<file path="src/rtl/lsu_unit_if.sv">
// Bundle between the load/store unit, the EXU/write-back side and data memory.
// The slave modport is the LSU's view; the master modport is its environment.
interface lsu_unit_if #(
  parameter int AW = 64,
  parameter int DW = 64
);
  logic          in_valid;
  logic          in_ready;
  logic [6:0]    ld_op;
  logic [3:0]    st_op;
  logic [AW-1:0] addr;
  logic [DW-1:0] wdata;

  logic            mem_req_valid;
  logic            mem_req_ready;
  logic            mem_req_wen;
  logic [AW-1:0]   mem_req_addr;
  logic [DW-1:0]   mem_req_wdata;
  logic [DW/8-1:0] mem_req_wmask;
  logic            mem_rsp_valid;
  logic [DW-1:0]   mem_rsp_rdata;

  logic          out_valid;
  logic          out_ready;
  logic [DW-1:0] out_rdata;
  logic          out_misalign;

  modport slave (
    input  in_valid, ld_op, st_op, addr, wdata,
    input  mem_req_ready, mem_rsp_valid, mem_rsp_rdata,
    input  out_ready,
    output in_ready,
    output mem_req_valid, mem_req_wen, mem_req_addr,
    output mem_req_wdata, mem_req_wmask,
    output out_valid, out_rdata, out_misalign
  );

  modport master (
    output in_valid, ld_op, st_op, addr, wdata,
    output mem_req_ready, mem_rsp_valid, mem_rsp_rdata,
    output out_ready,
    input  in_ready,
    input  mem_req_valid, mem_req_wen, mem_req_addr,
    input  mem_req_wdata, mem_req_wmask,
    input  out_valid, out_rdata, out_misalign
  );
endinterface

</file>
<file path="src/rtl/lsu_unit.sv">
// Single-outstanding load/store unit on a 64-bit data port.
// Decodes one-hot ops, checks alignment, lane-shifts stores, extends loads.
module lsu_unit #(
  parameter int AW = 64,
  parameter int DW = 64
) (
  input logic       clk,
  input logic       rst,
  lsu_unit_if.slave bus
);

  typedef enum logic [1:0] {
    IDLE,
    REQ,
    RESP,
    DONE
  } state_e;

  state_e          state_q;
  logic            in_ready_q;
  logic            req_valid_q;
  logic            wen_q;
  logic [AW-1:0]   raddr_q;
  logic [DW-1:0]   wdat_q;
  logic [DW/8-1:0] mask_q;
  logic            ov_q;
  logic [DW-1:0]   rdat_q;
  logic            mis_q;
  logic            ld_q;
  logic            sx_q;
  logic [1:0]      sz_q;
  logic [2:0]      a_q;

  logic [6:0]      ld_lo;
  logic [3:0]      st_lo;
  logic            is_ld_d;
  logic            is_st_d;
  logic            sx_d;
  logic            mis_d;
  logic [1:0]      sz_d;
  logic [2:0]      a_d;
  logic [DW/8-1:0] mask_d;
  logic [DW-1:0]   wsh_d;
  logic [DW-1:0]   word;
  logic [DW-1:0]   ext;

  // x & -x isolates the lowest set strobe, giving it priority
  assign ld_lo = bus.ld_op & (~bus.ld_op + 7'd1);
  assign st_lo = bus.st_op & (~bus.st_op + 4'd1);
  assign a_d   = bus.addr[2:0];

  always_comb begin
    is_ld_d = |bus.ld_op;
    is_st_d = !is_ld_d && (|bus.st_op);
    sz_d    = 2'd0;
    sx_d    = 1'b0;
    if (is_ld_d) begin
      unique case (1'b1)
        ld_lo[0]: begin sz_d = 2'd0; sx_d = 1'b1; end
        ld_lo[1]: begin sz_d = 2'd1; sx_d = 1'b1; end
        ld_lo[2]: begin sz_d = 2'd2; sx_d = 1'b1; end
        ld_lo[3]: sz_d = 2'd3;
        ld_lo[4]: sz_d = 2'd0;
        ld_lo[5]: sz_d = 2'd1;
        ld_lo[6]: sz_d = 2'd2;
        default: ;
      endcase
    end else if (is_st_d) begin
      unique case (1'b1)
        st_lo[0]: sz_d = 2'd0;
        st_lo[1]: sz_d = 2'd1;
        st_lo[2]: sz_d = 2'd2;
        st_lo[3]: sz_d = 2'd3;
        default: ;
      endcase
    end
  end

  always_comb begin
    mis_d  = 1'b0;
    mask_d = 8'hFF;
    case (sz_d)
      2'd0: mask_d = 8'h01 << a_d;
      2'd1: begin mis_d = a_d[0];      mask_d = 8'h03 << a_d; end
      2'd2: begin mis_d = |a_d[1:0];   mask_d = 8'h0F << a_d; end
      default: mis_d = |a_d;
    endcase
  end

  assign wsh_d = bus.wdata << {a_d, 3'b000};
  assign word  = bus.mem_rsp_rdata >> {a_q, 3'b000};

  always_comb begin
    ext = word;
    case (sz_q)
      2'd0: ext = {{56{sx_q & word[7]}}, word[7:0]};
      2'd1: ext = {{48{sx_q & word[15]}}, word[15:0]};
      2'd2: ext = {{32{sx_q & word[31]}}, word[31:0]};
      default: ext = word;
    endcase
  end

  always_ff @(posedge clk) begin
    if (rst) begin
      state_q     <= IDLE;
      in_ready_q  <= 1'b1;
      req_valid_q <= 1'b0;
      wen_q       <= 1'b0;
      raddr_q     <= '0;
      wdat_q      <= '0;
      mask_q      <= '0;
      ov_q        <= 1'b0;
      rdat_q      <= '0;
      mis_q       <= 1'b0;
      ld_q        <= 1'b0;
      sx_q        <= 1'b0;
      sz_q        <= 2'd0;
      a_q         <= 3'd0;
    end else begin
      unique case (state_q)
        IDLE: begin
          if (bus.in_valid) begin
            in_ready_q <= 1'b0;
            ld_q       <= is_ld_d;
            sx_q       <= sx_d;
            sz_q       <= sz_d;
            a_q        <= a_d;
            if (!(is_ld_d || is_st_d) || mis_d) begin
              state_q <= DONE;
              ov_q    <= 1'b1;
              rdat_q  <= '0;
              mis_q   <= mis_d;
            end else begin
              state_q     <= REQ;
              req_valid_q <= 1'b1;
              wen_q       <= is_st_d;
              raddr_q     <= {bus.addr[AW-1:3], 3'b000};
              wdat_q      <= is_st_d ? wsh_d : '0;
              mask_q      <= is_st_d ? mask_d : '0;
            end
          end
        end
        REQ: begin
          if (bus.mem_req_ready) begin
            req_valid_q <= 1'b0;
            state_q     <= RESP;
          end
        end
        RESP: begin
          if (bus.mem_rsp_valid) begin
            state_q <= DONE;
            ov_q    <= 1'b1;
            rdat_q  <= ld_q ? ext : '0;
            mis_q   <= 1'b0;
          end
        end
        DONE: begin
          if (bus.out_ready) begin
            ov_q       <= 1'b0;
            in_ready_q <= 1'b1;
            state_q    <= IDLE;
          end
        end
        default: state_q <= IDLE;
      endcase
    end
  end

  assign bus.in_ready      = in_ready_q;
  assign bus.mem_req_valid = req_valid_q;
  assign bus.mem_req_wen   = wen_q;
  assign bus.mem_req_addr  = raddr_q;
  assign bus.mem_req_wdata = wdat_q;
  assign bus.mem_req_wmask = mask_q;
  assign bus.out_valid     = ov_q;
  assign bus.out_rdata     = rdat_q;
  assign bus.out_misalign  = mis_q;

endmodule

</file>
<file path="src/flat_wrapper.sv">
// flat-port wrapper written by rule: the top's interface ports become plain ports
module lsu_unit_flat 
#(
  parameter int AW = 64,
  parameter int DW = 64
)
  (clk, rst, bus_in_valid, bus_ld_op, bus_st_op, bus_addr, bus_wdata, bus_mem_req_ready, bus_mem_rsp_valid, bus_mem_rsp_rdata, bus_out_ready, bus_in_ready, bus_mem_req_valid, bus_mem_req_wen, bus_mem_req_addr, bus_mem_req_wdata, bus_mem_req_wmask, bus_out_valid, bus_out_rdata, bus_out_misalign);
  lsu_unit_if #(.AW(AW), .DW(DW)) bus_i ();
  input logic clk;
  input logic rst;
  input wire logic [$bits(bus_i.in_valid)-1:0] bus_in_valid;
  input wire logic [$bits(bus_i.ld_op)-1:0] bus_ld_op;
  input wire logic [$bits(bus_i.st_op)-1:0] bus_st_op;
  input wire logic [$bits(bus_i.addr)-1:0] bus_addr;
  input wire logic [$bits(bus_i.wdata)-1:0] bus_wdata;
  input wire logic [$bits(bus_i.mem_req_ready)-1:0] bus_mem_req_ready;
  input wire logic [$bits(bus_i.mem_rsp_valid)-1:0] bus_mem_rsp_valid;
  input wire logic [$bits(bus_i.mem_rsp_rdata)-1:0] bus_mem_rsp_rdata;
  input wire logic [$bits(bus_i.out_ready)-1:0] bus_out_ready;
  output wire logic [$bits(bus_i.in_ready)-1:0] bus_in_ready;
  output wire logic [$bits(bus_i.mem_req_valid)-1:0] bus_mem_req_valid;
  output wire logic [$bits(bus_i.mem_req_wen)-1:0] bus_mem_req_wen;
  output wire logic [$bits(bus_i.mem_req_addr)-1:0] bus_mem_req_addr;
  output wire logic [$bits(bus_i.mem_req_wdata)-1:0] bus_mem_req_wdata;
  output wire logic [$bits(bus_i.mem_req_wmask)-1:0] bus_mem_req_wmask;
  output wire logic [$bits(bus_i.out_valid)-1:0] bus_out_valid;
  output wire logic [$bits(bus_i.out_rdata)-1:0] bus_out_rdata;
  output wire logic [$bits(bus_i.out_misalign)-1:0] bus_out_misalign;
  assign bus_i.in_valid = bus_in_valid;
  assign bus_i.ld_op = bus_ld_op;
  assign bus_i.st_op = bus_st_op;
  assign bus_i.addr = bus_addr;
  assign bus_i.wdata = bus_wdata;
  assign bus_i.mem_req_ready = bus_mem_req_ready;
  assign bus_i.mem_rsp_valid = bus_mem_rsp_valid;
  assign bus_i.mem_rsp_rdata = bus_mem_rsp_rdata;
  assign bus_i.out_ready = bus_out_ready;
  assign bus_in_ready = bus_i.in_ready;
  assign bus_mem_req_valid = bus_i.mem_req_valid;
  assign bus_mem_req_wen = bus_i.mem_req_wen;
  assign bus_mem_req_addr = bus_i.mem_req_addr;
  assign bus_mem_req_wdata = bus_i.mem_req_wdata;
  assign bus_mem_req_wmask = bus_i.mem_req_wmask;
  assign bus_out_valid = bus_i.out_valid;
  assign bus_out_rdata = bus_i.out_rdata;
  assign bus_out_misalign = bus_i.out_misalign;
  lsu_unit #(.AW(AW), .DW(DW)) u_core (.clk(clk), .rst(rst), .bus(bus_i));
endmodule
</file>
<file path="config.mk">
export PLATFORM = sky130hd
export DESIGN_NAME = lsu_unit_flat
export DESIGN_NICKNAME = d
export VERILOG_FILES = /design/src/rtl/lsu_unit_if.sv /design/src/rtl/lsu_unit.sv /design/src/flat_wrapper.sv
export SDC_FILE = /design/constraint.sdc
export NUM_CORES = 1
export LEC_CHECK = 0
export BUFFER_PORTS_ARGS = -buffer_cell sky130_fd_sc_hd__buf_2
export CAP_MARGIN = 0
export CORE_MARGIN = 2
export CORE_UTILIZATION = 40
export CTS_CLUSTER_SIZE = 24
export DETAILED_ROUTE_END_ITERATION = 7
export PLACE_DENSITY = 0.79
export SYNTH_ARGS = -nofsm -noshare
export SYNTH_HDL_FRONTEND = slang
export SYNTH_SLANG_ARGS = --single-unit
</file>
<file path="constraint.sdc">
create_clock -name clk -period 3.1 [get_ports clk]
set_input_delay 0.155 -clock clk [delete_from_list [all_inputs] [get_ports clk]]
set_output_delay 0.155 -clock clk [all_outputs]
set_load 0.05 [all_outputs]
</file>
Word level (Yosys, flattened, before mapping)
Cells that the tools add are included.
{"block": "classes", "eq_ne": 13, "n_mux": 38, "shift": 5, "reduce_logical": 26, "add_sub_neg": 2, "n_bitwise": 8}
{"op": "two-way mux 64 bit", "count": 5}
{"op": "case mux 64 bit (3 select lines)", "count": 1}
{"op": "case mux 64 bit (2 select lines)", "count": 1}
{"op": "left shift 64 x 6 -> 64 bit", "count": 1}
{"op": "right shift 64 x 6 -> 64 bit", "count": 1}
{"op": "case mux 8 bit (3 select lines)", "count": 1}
{"op": "two-way mux 1 bit", "count": 14}
{"op": "two-way mux 2 bit", "count": 7}
{"op": "case mux 2 bit (3 select lines)", "count": 2}
{"op": "AND reduction 4 bit", "count": 3}
{"op": "inequality test 2 bit (second input constant)", "count": 5}
{"op": "== test 2 bit (second input constant)", "count": 4}
{"op": "two-way mux 8 bit", "count": 1}
{"op": "case mux 2 bit (4 select lines)", "count": 1}
{"op": "left shift 1 x 3 -> 8 bit (first input constant)", "count": 1}
{"op": "left shift 2 x 3 -> 8 bit (first input constant)", "count": 1}
{"op": "left shift 4 x 3 -> 8 bit (first input constant)", "count": 1}
{"op": "adder 7 x 1 -> 7 bit (second input constant)", "count": 1}
{"op": "bitwise AND 7 bit", "count": 1}
{"op": "inverter 7 bit", "count": 1}
{"op": "OR reduction 7 bit", "count": 1}
{"op": "== test 2 x 1 -> 1 bit (second input constant)", "count": 3}
{"op": "logical NOT 2 bit", "count": 3}
{"op": "case mux 1 bit (2 select lines)", "count": 3}
{"op": "other kinds (18)", "count": 29}
{"block": "totals", "input_bits": 209, "out_inout_bits": 205, "reg_bits": 211}

Logic depth before layout (Yosys ltp)
Gate-level depths: netlist of run 1.
{"block": "depth", "ltp_word": 12, "ltp_mapped": 16}

Worst setup path before layout of run 1
Ideal clock, no wire load.
{"block": "synth_timing", "kind": "input to register", "from": "in bus_ld_op[4]", "to": "reg u_core.rdat_q[41] (netlist: u_core.bus.out_rdata[41])", "slack_ns": 0.398, "stages": 13, "path_buffers": 3, "arrival_ns": 2.585, "setup_ns": 0.117, "required_ns": 2.983, "path_cell_list": "nor2_1 -> o21ai_0 -> a21boi_0 -> ha_1 -> clkbuf_1 -> a21o_1 -> o21ai_1 -> a31oi_1 -> o21ai_2 -> nor2b_1 -> buf_2 -> buf_2 -> a22o_1"}
{"block": "synth_between", "elab_chain_cells": 11, "elab_cells_between_ends": 20, "cone_classes": "1 x add/sub; 3 x eq/ne; 4 x mux; 2 x bitwise; 10 x reduce/logical"}
{"item": "start, declared", "line": "flat_wrapper.sv:12", "text": "input wire logic [$bits(bus_i.ld_op)-1:0] bus_ld_op;"}
{"item": "inverter 7 bit", "line": "lsu_unit.sv:48", "text": "assign ld_lo = bus.ld_op & (~bus.ld_op + 7'd1);"}
{"item": "adder 7 x 1 -> 7 bit", "line": "lsu_unit.sv:48"}
{"item": "bitwise AND 7 bit", "line": "lsu_unit.sv:48"}
{"item": "OR reduction 2 bit (no line)"}
{"item": "case mux 2 bit (3 select lines)", "line": "lsu_unit.sv:58", "text": "unique case (1'b1)"}
{"item": "two-way mux 2 bit *", "line": "lsu_unit.sv:57", "text": "if (is_ld_d) begin"}
{"item": "via u_core.sz_d[1]", "line": "lsu_unit.sv:40", "text": "logic [1:0] sz_d;"}
{"item": "== test 2 bit (tied with other cells)", "line": "lsu_unit.sv:82", "text": "case (sz_d)"}
{"item": "case mux 1 bit (3 select lines) *", "line": "lsu_unit.sv:82"}
{"item": "logical OR 1 bit *", "line": "lsu_unit.sv:128", "text": "if (!(is_ld_d || is_st_d) || mis_d) begin"}
{"item": "inequality test 2 x 1 -> 1 bit (no line) *"}
{"item": "AND reduction 4 bit (no line) *"}
{"item": "end signal, assigned", "line": "lsu_unit.sv:153", "text": "rdat_q <= ld_q ? ext : '0;"}
{"item": "end, declared", "line": "lsu_unit.sv:27", "text": "logic [DW-1:0] rdat_q;"}
Mark *: on every way through the listed nets, which the timed path passes. The rest lies on a longest branch.
A chain may end at the register's enable or synchronous reset.

Final worst setup path of run 1
{"block": "layout_timing", "from": "in bus_ld_op[2]", "to": "reg u_core.req_valid_q (netlist: u_core.bus.mem_req_valid)"}
{"block": "layout_between", "elab_chain_cells": 11, "elab_cells_between_ends": 20, "cone_classes": "1 x add/sub; 3 x eq/ne; 4 x mux; 2 x bitwise; 10 x reduce/logical"}
{"item": "inverter 7 bit", "line": "lsu_unit.sv:48"}
{"item": "adder 7 x 1 -> 7 bit", "line": "lsu_unit.sv:48"}
{"item": "bitwise AND 7 bit", "line": "lsu_unit.sv:48"}
{"item": "OR reduction 2 bit (no line)"}
{"item": "case mux 2 bit (3 select lines)", "line": "lsu_unit.sv:58"}
{"item": "two-way mux 2 bit", "line": "lsu_unit.sv:57"}
{"item": "== test 2 bit (tied with other cells)", "line": "lsu_unit.sv:82"}
{"item": "case mux 1 bit (3 select lines)", "line": "lsu_unit.sv:82"}
{"item": "logical OR 1 bit *", "line": "lsu_unit.sv:128"}
{"item": "inequality test 2 bit (no line) *"}
{"item": "AND reduction 4 bit (no line) *"}
{"item": "end signal, assigned", "line": "lsu_unit.sv:107", "text": "req_valid_q <= 1'b0;"}
{"item": "end signal, assigned", "line": "lsu_unit.sv:135", "text": "req_valid_q <= 1'b1;"}
{"item": "end signal, assigned", "line": "lsu_unit.sv:145", "text": "req_valid_q <= 1'b0;"}
{"item": "end, declared", "line": "lsu_unit.sv:21", "text": "logic req_valid_q;"}
Every way passes the cells marked *; elsewhere a longest branch is shown, timed or not.

==> metrics.md, run 1 <==
| Metric | Value |
|---|---|
| Run status | completed |
| Worst Hold Class | in2reg |
| Combinational cell fraction of total power | 32.3% |
| Half-perimeter wire length after placement | 28500 um |
| Slew headroom | 14.7% |
| Clock Power Share | 34.2% |
| First-pass DRT Iterations | 5 |
| H-tree depth | 1 |
| Crit Reg-Reg Startpoint | u_core.state_q[1] |
| Library cell occupying the most area in the post-synthesis netlist | dfxtp_1 |
| CP Capture Type | flip-flop |
| Remaining DRCs | 0 |
| Distinct cell type count after synthesis | 61 |
| Worst-skew pair later-pin latency | 0.53 ns |
| Ratio of final minimum period to clock period | 92.8% |
| Area share of the leading cell type in the synthesized netlist | 38.7% |
| Via count of the first global-routing pass | 11700 |
| Topmost layer with routed signal wires | met4 |
| Design internal power | 5.82 mW |
| Sequential-to-total area share from yosys stat | 38.7% |
| Initial antenna violation count | 1 |
| Post-DR wirelength/cell | 19.9 um |
| Critical path class | in2reg |
| Average instance area after synthesis | 8.48 um^2 |
| GRT overflow | 0 |
| Largest net degree at the start of global routing | 119 |
| Max stage delay cell, worst path | dlygate4sd3_1 |
| Total standard cell area after synthesis | 10900 um^2 |
| Wire length of the first global-routing pass | 63000 um |
| Power Dens Cells | 612 nW/um^2 |
| Layout cells sized above 1 | 32.1% |
| Total via count in the routed design | 12000 |
| Total Die Area | 28600 um^2 |
| Static Leak | 6.69 nW |
| Length of routed met3 wiring | 3990 um |
| Met1 Routed Length | 15600 um |
| Met2 wirelength from detailed routing | 19600 um |
| Unrepaired setup endpoints after global routing | no |
| Vert. Die Dim | 169 um |
| Worst path cell trace | dlygate4sd3_1 > buf_2 > inv_1 > a21oi_1 > or2_2 > ha_1 > a211o_1 > o21ai_2 > and3_2 > buf_12 > a21oi_1 > a311oi_1 > dlygate4sd3_1 |
| Starting density of the core | 40.6% |
| Final Max Tran Viols | 0 |
| Worst hold start | bus_wdata[13] |
| Share of total power consumed by net switching | 36.4% |
| Hold Violations, Final | 0 |
| Highest cell delay on the worst timing path | 0.57 ns |
| Global-route total usage across every layer | 27.4% |
| Share of synthesized flip-flops with an asynchronous set or reset | 0% |
| Net count, final | 1942 |
| Power share of the sequential group | 33.5% |
| Maximum count of clock buffers along a single path | 3 |
| Number of setup violations in the final report | 0 |
| Maximum vdd ir drop | 0.000422 V |
| Gate count of the mapped netlist | 1286 |
| Main area contributors after synthesis | dfxtp_1, nand2_1, mux2i_1, mux4_2, a21oi_1 |
| Floorplan row count | 60 |
| Net switching power | 3.33 mW |
| Clock tree from TritonCTS | done |
| Placed cell area | 13200 um^2 |
| Total Power Consumption | 9.15 mW |
| Number of warnings printed during yosys synthesis | 0 |
| Multi-input combinational cell area | 6150 um^2 |
| Clock Pin Slew Worst Setup and Hold Paths | 0.06 ns |
| Fin Setup TNS | 0 ns |
| Die width | 169 um |
| CP startpoint | bus_ld_op[2] |
| Area of all placed cells without fillers | 14900 um^2 |
| Number of synthesized flops with an enable pin | 0 |
| Overall routed net length | 41500 um |
| Total of fill cells in the finished design | 2328 |
| Num ports | 414 |
| Synth Register Bits | 211 |
| Remaining antenna violation count after routing | 0 |
| Worst path bufs/invs | 5 |
| Clock root buffer | clkbuf_16 |
| Leading register cell type out of synthesis | dfxtp_1 |
| Data required time at the worst endpoint | 3.56 ns |
| Via-to-Cell Ratio | 5.77 |
| Most used standard cell by instance count after synthesis | nand2_1 |
| Dominant delay contributor by cell family on the critical path | buffers and inverters |
| Area added between synthesis and finish | 37.1% |
| Number of CTS-inserted buffers | 25 |
| # Post-CTS Setup Buffers | 0 |
| # port buffers | 410 |
| Crit-path max FO | 62 |
| GPL Wtd Cong | 0.918 |
| Number of max-cap violations | 0 |
| Largest clock skew in the final design | 0.0118 ns |
| Critical Path Start Type | input port |
| Iter 0 DRT Violations | 1142 |
| Maximum frequency from static timing analysis | 348 MHz |
| Final worst hold slack | 0.0178 ns |
| Number of sinks on the clock net | 211 |
| Tightest Pin Transition | 1.27 ns |
| Shortest period the worst path allows | 2.88 ns |
| Floorplan core area | 26900 um^2 |
| Flip-flop and latch area | 4230 um^2 |
| Endpoint arrival time on the critical path | 3.34 ns |
| Most frequent cells after synthesis | nand2_1, dfxtp_1, a21oi_1, nor2_1, o21ai_0 |
-- worst min-delay path: stages --
cell and delay (ns):
buf_2 0.12, mux2i_1 0.09, o21ai_0 0.14
-- through the flow --
stage / instances / util, % / setup WS [ns]
final: 2086 / 55.6 / 0.222
after floorplan: 1288 / - / 0.398
after detailed placement: 1953 / 49.1 / 0.00818
after global routing: 2085 / 55.6 / 0.0229
after global placement: 1953 / 49.1 / 0.145
after CTS: 2084 / 55.6 / 0.0901
-- final timing paths --
kind / endpoint / depth (start not counted) / slack, ns
setup / recovery: u_core.bus.mem_req_valid / 13 / 0.22
setup reg to reg: u_core.bus.mem_req_valid / 8 / 0.37
hold reg to reg: u_core.bus.mem_req_addr[4] / 2 / 0.45
hold / removal: u_core.bus.mem_req_wdata[13] / 3 / 0.02
-- power groups by stage --
stage               combinational (mW)  sequential [mW]  clock [mW]
floorplan                         1.51             3.59           0
global placement                  2.77             3.11           0
detailed placement                2.81             3.11           0
CTS                               2.91             3.06        3.16
global route                      3.15             3.09        3.27
finish                            2.96             3.07        3.13
-- cells by family after synthesis --
| family | Yosys count | synth area share (%) |
|---|---|---|
| other cells | 1 | 0.0344 |
| mux | 128 | 15.5 |
| flops | 211 | 38.7 |
| simple gates | 405 | 15.8 |
| buf+inv | 129 | 5.12 |
| fa+ha+maj | 8 | 0.918 |
| compound gates | 404 | 23.8 |
-- area by class of cell --
| type | instances | share of cell area, % |
|---|---|---|
| clock inverter | 15 | 1.25 |
| clock buffer | 30 | 4.65 |
| timing repair buffer | 526 | 21.4 |
| antenna | 2 | 0.0335 |
| multi-input combinational | 948 | 41.2 |
| inverter | 13 | 0.326 |
| sequential | 211 | 28.3 |
| tap | 341 | 2.85 |
-- state kept, by name, summed over array words and instances, names as in the netlist --
name                      cells
u_core.bus.mem_req_wen        1
u_core.bus.mem_req_addr      61
u_core.bus.mem_req_wdata     64
u_core.bus.out_rdata         64
u_core.bus.mem_req_wmask      8
u_core.ld_q                   1
u_core.bus.mem_req_valid      1
u_core.bus.in_ready           1
u_core.sz_q                   2
u_core.bus.out_valid          1
u_core.bus.out_misalign       1
u_core.state_q                2
u_core.sx_q                   1
u_core.a_q                    3
-- cell usage in the layout, fill, tap and decap left out, types with 11 or more instances in the layout --
cell type / synthesis / routed
a22o_1: 43 / 43
a22oi_1: 48 / 48
nand2_1: 238 / 238
clkbuf_16: 0 / 26
o31ai_1: 11 / 11
mux2i_1: 70 / 70
o2bb2ai_1: 29 / 29
o21a_1: 15 / 15
a21oi_1: 134 / 134
o21ai_0: 79 / 79
nand3_1: 12 / 11
nor2_1: 96 / 96
buf_2: 23 / 409
mux4_2: 30 / 30
buf_4: 4 / 26
dfxtp_1: 211 / 209
mux2_2: 27 / 27
dlygate4sd3_1: 0 / 86
-- metal layers --
layer	vias up	GRT usage, %
met1	5674	32.0
met2	741	46.6
met3	136	7.06
met5	-	0
li1	5487	-
met4	0	14.2
-- repair_timing --
item                                   4_1_cts  5_1_grt
endpoints found under the hold margin       85        0
resized for setup                            0        1
hold buffers                                86        0
setup endpoints to repair                    0        1
No activity file was read; power rests on OpenSTA's default activity.
==> inputs of run 2 (changes only) <==
--- a/config.mk
+++ b/config.mk
@@ -5,13 +5,14 @@
 export SDC_FILE = /design/constraint.sdc
 export NUM_CORES = 1
 export LEC_CHECK = 0
+export ABC_AREA = 1
 export BUFFER_PORTS_ARGS = -buffer_cell sky130_fd_sc_hd__buf_2
 export CAP_MARGIN = 0
 export CORE_MARGIN = 2
 export CORE_UTILIZATION = 40
 export CTS_CLUSTER_SIZE = 24
 export DETAILED_ROUTE_END_ITERATION = 7
-export PLACE_DENSITY = 0.79
+export PLACE_DENSITY = 0.78
 export SYNTH_ARGS = -nofsm -noshare
 export SYNTH_HDL_FRONTEND = slang
 export SYNTH_SLANG_ARGS = --single-unit
==> metrics.md, run 2 <==
| Metric | Value |
|---|---|
| Run status | completed |
| Post-place setup slack | -0.0810 ns (-0.0892 ns) |
| Number of synthesized flops with an enable pin | 0 (unchanged) |
| # port buffers | 410 (unchanged) |
| Remaining antenna violation count after routing | 0 (unchanged) |
| Clock tree from TritonCTS | done |
| Max stage delay cell, worst path | dlygate4sd3_1 |
| Leading register cell type out of synthesis | dfxtp_1 |
| Worst Hold Class | in2reg |
| Total Die Area | 30800 um^2 (+7.7%) |
| Worst hold endpoint | u_core.bus.in_ready |
| Global-route total usage across every layer | 30.2% (+2.7 points) |
| Share of synthesized flip-flops with an asynchronous set or reset | 0% (unchanged) |
| Highest cell delay on the worst timing path | 0.54 ns (-0.03 ns) |
| Number of cells on the worst reg-to-reg path | 9 (+1) |
| Most frequent cells after synthesis | nand2_1, nor2_1, o21ai_0, dfxtp_1, a21oi_1 |
| Most heavily used metal layer in global routing | met2 |
| Average instance area after synthesis | 6.32 um^2 (-25%) |
| Dominant delay contributor by cell family on the critical path | simple AND/OR/NAND/NOR gates |
| Floorplan row count | 62 (+3.3%) |
| Layout cells sized above 1 | 23.1% (-9.1 points) |
| R2R setup slack | 0.49 ns (+0.12 ns) |
| Wire length of the first global-routing pass | 73900 um (+17%) |
| Iter 0 DRT Violations | 1445 (+27%) |
| Data required time at the worst endpoint | 3.57 ns (about the same) |
| Area added between synthesis and finish | 31.1% |
| Number of sinks on the clock net | 211 (unchanged) |
| Die width | 175 um (+3.8%) |
| Number of setup violations in the final report | 0 (unchanged) |
| GRT met2 Usage | 48.8% (+2.2 points) |
| Critical Path Start Type | input port |
| Crit-path max FO | 26 (-58%) |
| Via-to-Cell Ratio | 5.42 (-6.1%) |
| Library cell occupying the most area in the post-synthesis netlist | dfxtp_1 |
| Design internal power | 6.00 mW (+3.2%) |
| Initial antenna violation count | 6 (+5) |
| Met1 usage | 37.3% (+5.4 points) |
| Cell count of the worst hold path | 5 (+2) |
| Total standard cell area after synthesis | 11800 um^2 (+7.9%) |
| Starting density of the core | 40.8% (+0.19 points) |
| Number of warnings printed during yosys synthesis | 0 (unchanged) |
| H-tree depth | 1 (unchanged) |
| Largest clock skew in the final design | 0.0198 ns (+0.00799 ns) |
| Maximum vdd ir drop | 0.000515 V (+22%) |
| Number of max-cap violations | 0 (unchanged) |
| Half-perimeter wire length after placement | 34500 um (+21%) |
| Power Dens Cells | 683 nW/um^2 (+12%) |
| Crit Reg-Reg Startpoint | u_core.a_q[0] |
| Main area contributors after synthesis | dfxtp_1, nand2_1, o21ai_0, nor2_1, a21oi_1 |
| Ratio of final minimum period to clock period | 90.2% (-2.6 points) |
| Clock Power Share | 30.7% (-3.5 points) |
| Combinational cell fraction of total power | 39.4% (+7.1 points) |
| Synth Register Bits | 211 (unchanged) |
| Hold Violations, Final | 0 (unchanged) |
| Post-DR wirelength/cell | 18.2 um (-8.3%) |
| Via count of the first global-routing pass | 13600 (+17%) |
| Sequential-to-total area share from yosys stat | 35.9% (-2.8 points) |
| Total via count in the routed design | 14400 (+20%) |
| Largest net degree at the start of global routing | 141 (+18%) |
| Clock Pin Slew Worst Setup and Hold Paths | 0.07 ns (about the same) |
| Slew headroom | 51.9% (+37 points) |
| Total Power Consumption | 10.5 mW (+15%) |
| GRT overflow | 0 (unchanged) |
| Maximum frequency from static timing analysis | 357 MHz (+2.9%) |
| Remaining DRCs | 0 (unchanged) |
| GPL Wtd Cong | 0.994 (+8.3%) |
| Vert. Die Dim | 175 um (+3.8%) |
| Gate count of the mapped netlist | 1862 (+45%) |
| Smallest setup slack after layout | 0.302 ns (+0.0799 ns) |
| Maximum count of clock buffers along a single path | 3 (unchanged) |
| GRT met3 Usage | 6.26% (-0.81 points) |
| Endpoint arrival time on the critical path | 3.27 ns (-0.07 ns) |
| Area share of the leading cell type in the synthesized netlist | 35.9% (-2.8 points) |
| Critical path's most frequent cell | nand2_1 |
| Worst-skew pair later-pin latency | 0.54 ns (about the same) |
| Worst hold start | bus_out_ready |
| First-pass DRT Iterations | 5 (unchanged) |
| Unrepaired setup endpoints after global routing | no |
| Overall routed net length | 48400 um (+17%) |
| Worst path bufs/invs | 6 (+1) |
| Most used standard cell by instance count after synthesis | nand2_1 |
| Number of CTS-inserted buffers | 25 (unchanged) |
| Tightest Pin Transition | 0.720 ns (-0.554 ns) |
| CP Capture Type | flip-flop |
| Distinct cell type count after synthesis | 41 (-33%) |
| Net count, final | 2467 (+27%) |
| Critical path class | in2reg |
| Shortest period the worst path allows | 2.80 ns (-0.0799 ns) |
| Net switching power | 4.53 mW (+36%) |
| Most frequent standard cell in the layout excluding fill and tap cells | nand2_1 |
| Reg2Reg Capture Point | u_core.bus.out_rdata[57] |
| Final Max Tran Viols | 0 (unchanged) |
| Static Leak | 7.63 nW (+14%) |
| Num ports | 414 (unchanged) |
| Floorplan core area | 28900 um^2 (+7.4%) |
| Power share of the sequential group | 29.9% (-3.6 points) |
| Clock root buffer | clkbuf_16 |
| Share of total power consumed by net switching | 43.0% (+6.6 points) |
| Most frequent cells in the layout | nand2_1, buf_2, nor2_1 |
| Worst path cell trace | buf_2 > dlygate4sd3_1 > inv_1 > a21oi_1 > o22ai_1 > o21bai_1 > inv_1 > ha_1 > inv_1 > nand2_1 > nand2_1 > nand2_1 > inv_2 > nand3_4 > nand2_2 > nor2_4 > nand2_1 > nor2_1 > nor2_1 > nor2_1 |
run 2: cell count changes after synthesis, moves of 27 or more:
cell,change
nand2_1,+258
o21ai_0,+155
nor2_1,+142
nand3_1,+109
inv_1,+103
mux2i_1,-63
a21oi_1,+44
a22o_1,-43
a22oi_1,-42
mux4_2,-30
o2bb2ai_1,-29
mux2_2,-27
run 2: stage by stage:
| step | hold slack (ns) | TNS [ns] | util, % | area, um^2 | instances |
|---|---|---|---|---|---|
| 2_1_floorplan | 0.290 | 0 | - | 11800 | 1864 |
| 3_3_place_gp | 0.375 | 0 | 48.1 | 13900 | 2544 |
| 3_5_place_dp | 0.382 | -0.101 | 48.1 | 13900 | 2544 |
| 4_1_cts | 0.00397 | 0 | 53.4 | 15400 | 2652 |
| 5_1_grt | 0.0304 | 0 | 53.5 | 15400 | 2658 |
| 6_report | 0.0228 | 0 | 53.5 | 15400 | 2658 |
run 2: area by class of cell:
cell class	instances	area, um^2
fillers	2895	13400
multi-input cells	1390	6360
flip-flops and latches	211	4220
repair buffers	502	2990
clock buffers	30	694
well taps	384	480
inverters	120	455
clock inverters	15	208
diodes	6	15.0
run 2: what timing repair did:
| action | in CTS | in global routing |
|---|---|---|
| resized for setup | 0 | 0 |
| setup endpoints to repair | 0 | 0 |
| endpoints found under the hold margin | 62 | 0 |
| hold buffers | 63 | 0 |
| buffers inserted | 0 | 0 |
run 2: logic make-up after synthesis:
group | share of synthesized area, %
and+or+nand+nor | 31.6
AOI/OAI and AO/OA | 20.9
buffers and inverters | 10.1
DFF | 35.9
adders and majority gates | 0.851
muxes | 0.596
other | 0.0319
run 2: worst max-delay path by stage:
stage                       from                          end  slack, ns  depth (start not counted)
floorplan           bus_ld_op[3]  u_core.bus.mem_req_addr[10]       0.56                         21
global placement    bus_ld_op[1]      u_core.bus.out_rdata[8]       0.18                         21
detailed placement  bus_ld_op[1]     u_core.bus.out_rdata[11]      -0.08                         21
CTS                 bus_ld_op[2]     u_core.bus.out_rdata[11]       0.41                         20
global route        bus_ld_op[2]     u_core.bus.out_rdata[11]       0.13                         20
finish              bus_ld_op[2]     u_core.bus.out_rdata[11]       0.30                         20
run 2: worst reg2reg max path: cells and delay by family (launching register included):
kind	cells	cell delay [ns]
AND/OR/NAND/NOR	6	1.25
buffers and inverters	1	0.47
AO/OA/AOI/OAI	2	0.44
flip-flops	1	0.37
run 2: power groups by stage:
stage / sequential, mW / combinational [mW] / clock (mW)
floorplan: 3.97 / 2.20 / 0
global placement: 3.19 / 3.96 / 0
detailed placement: 3.19 / 4.00 / 0
CTS: 3.14 / 4.08 / 3.28
global route: 3.18 / 4.49 / 3.36
finish: 3.15 / 4.15 / 3.23
run 2: metal layers:
layer  vias up  wire length (um)
met5         -                 0
met4         0              2810
met3       156              4810
met2       819             22100
met1      6576             18700
li1       6845                 -
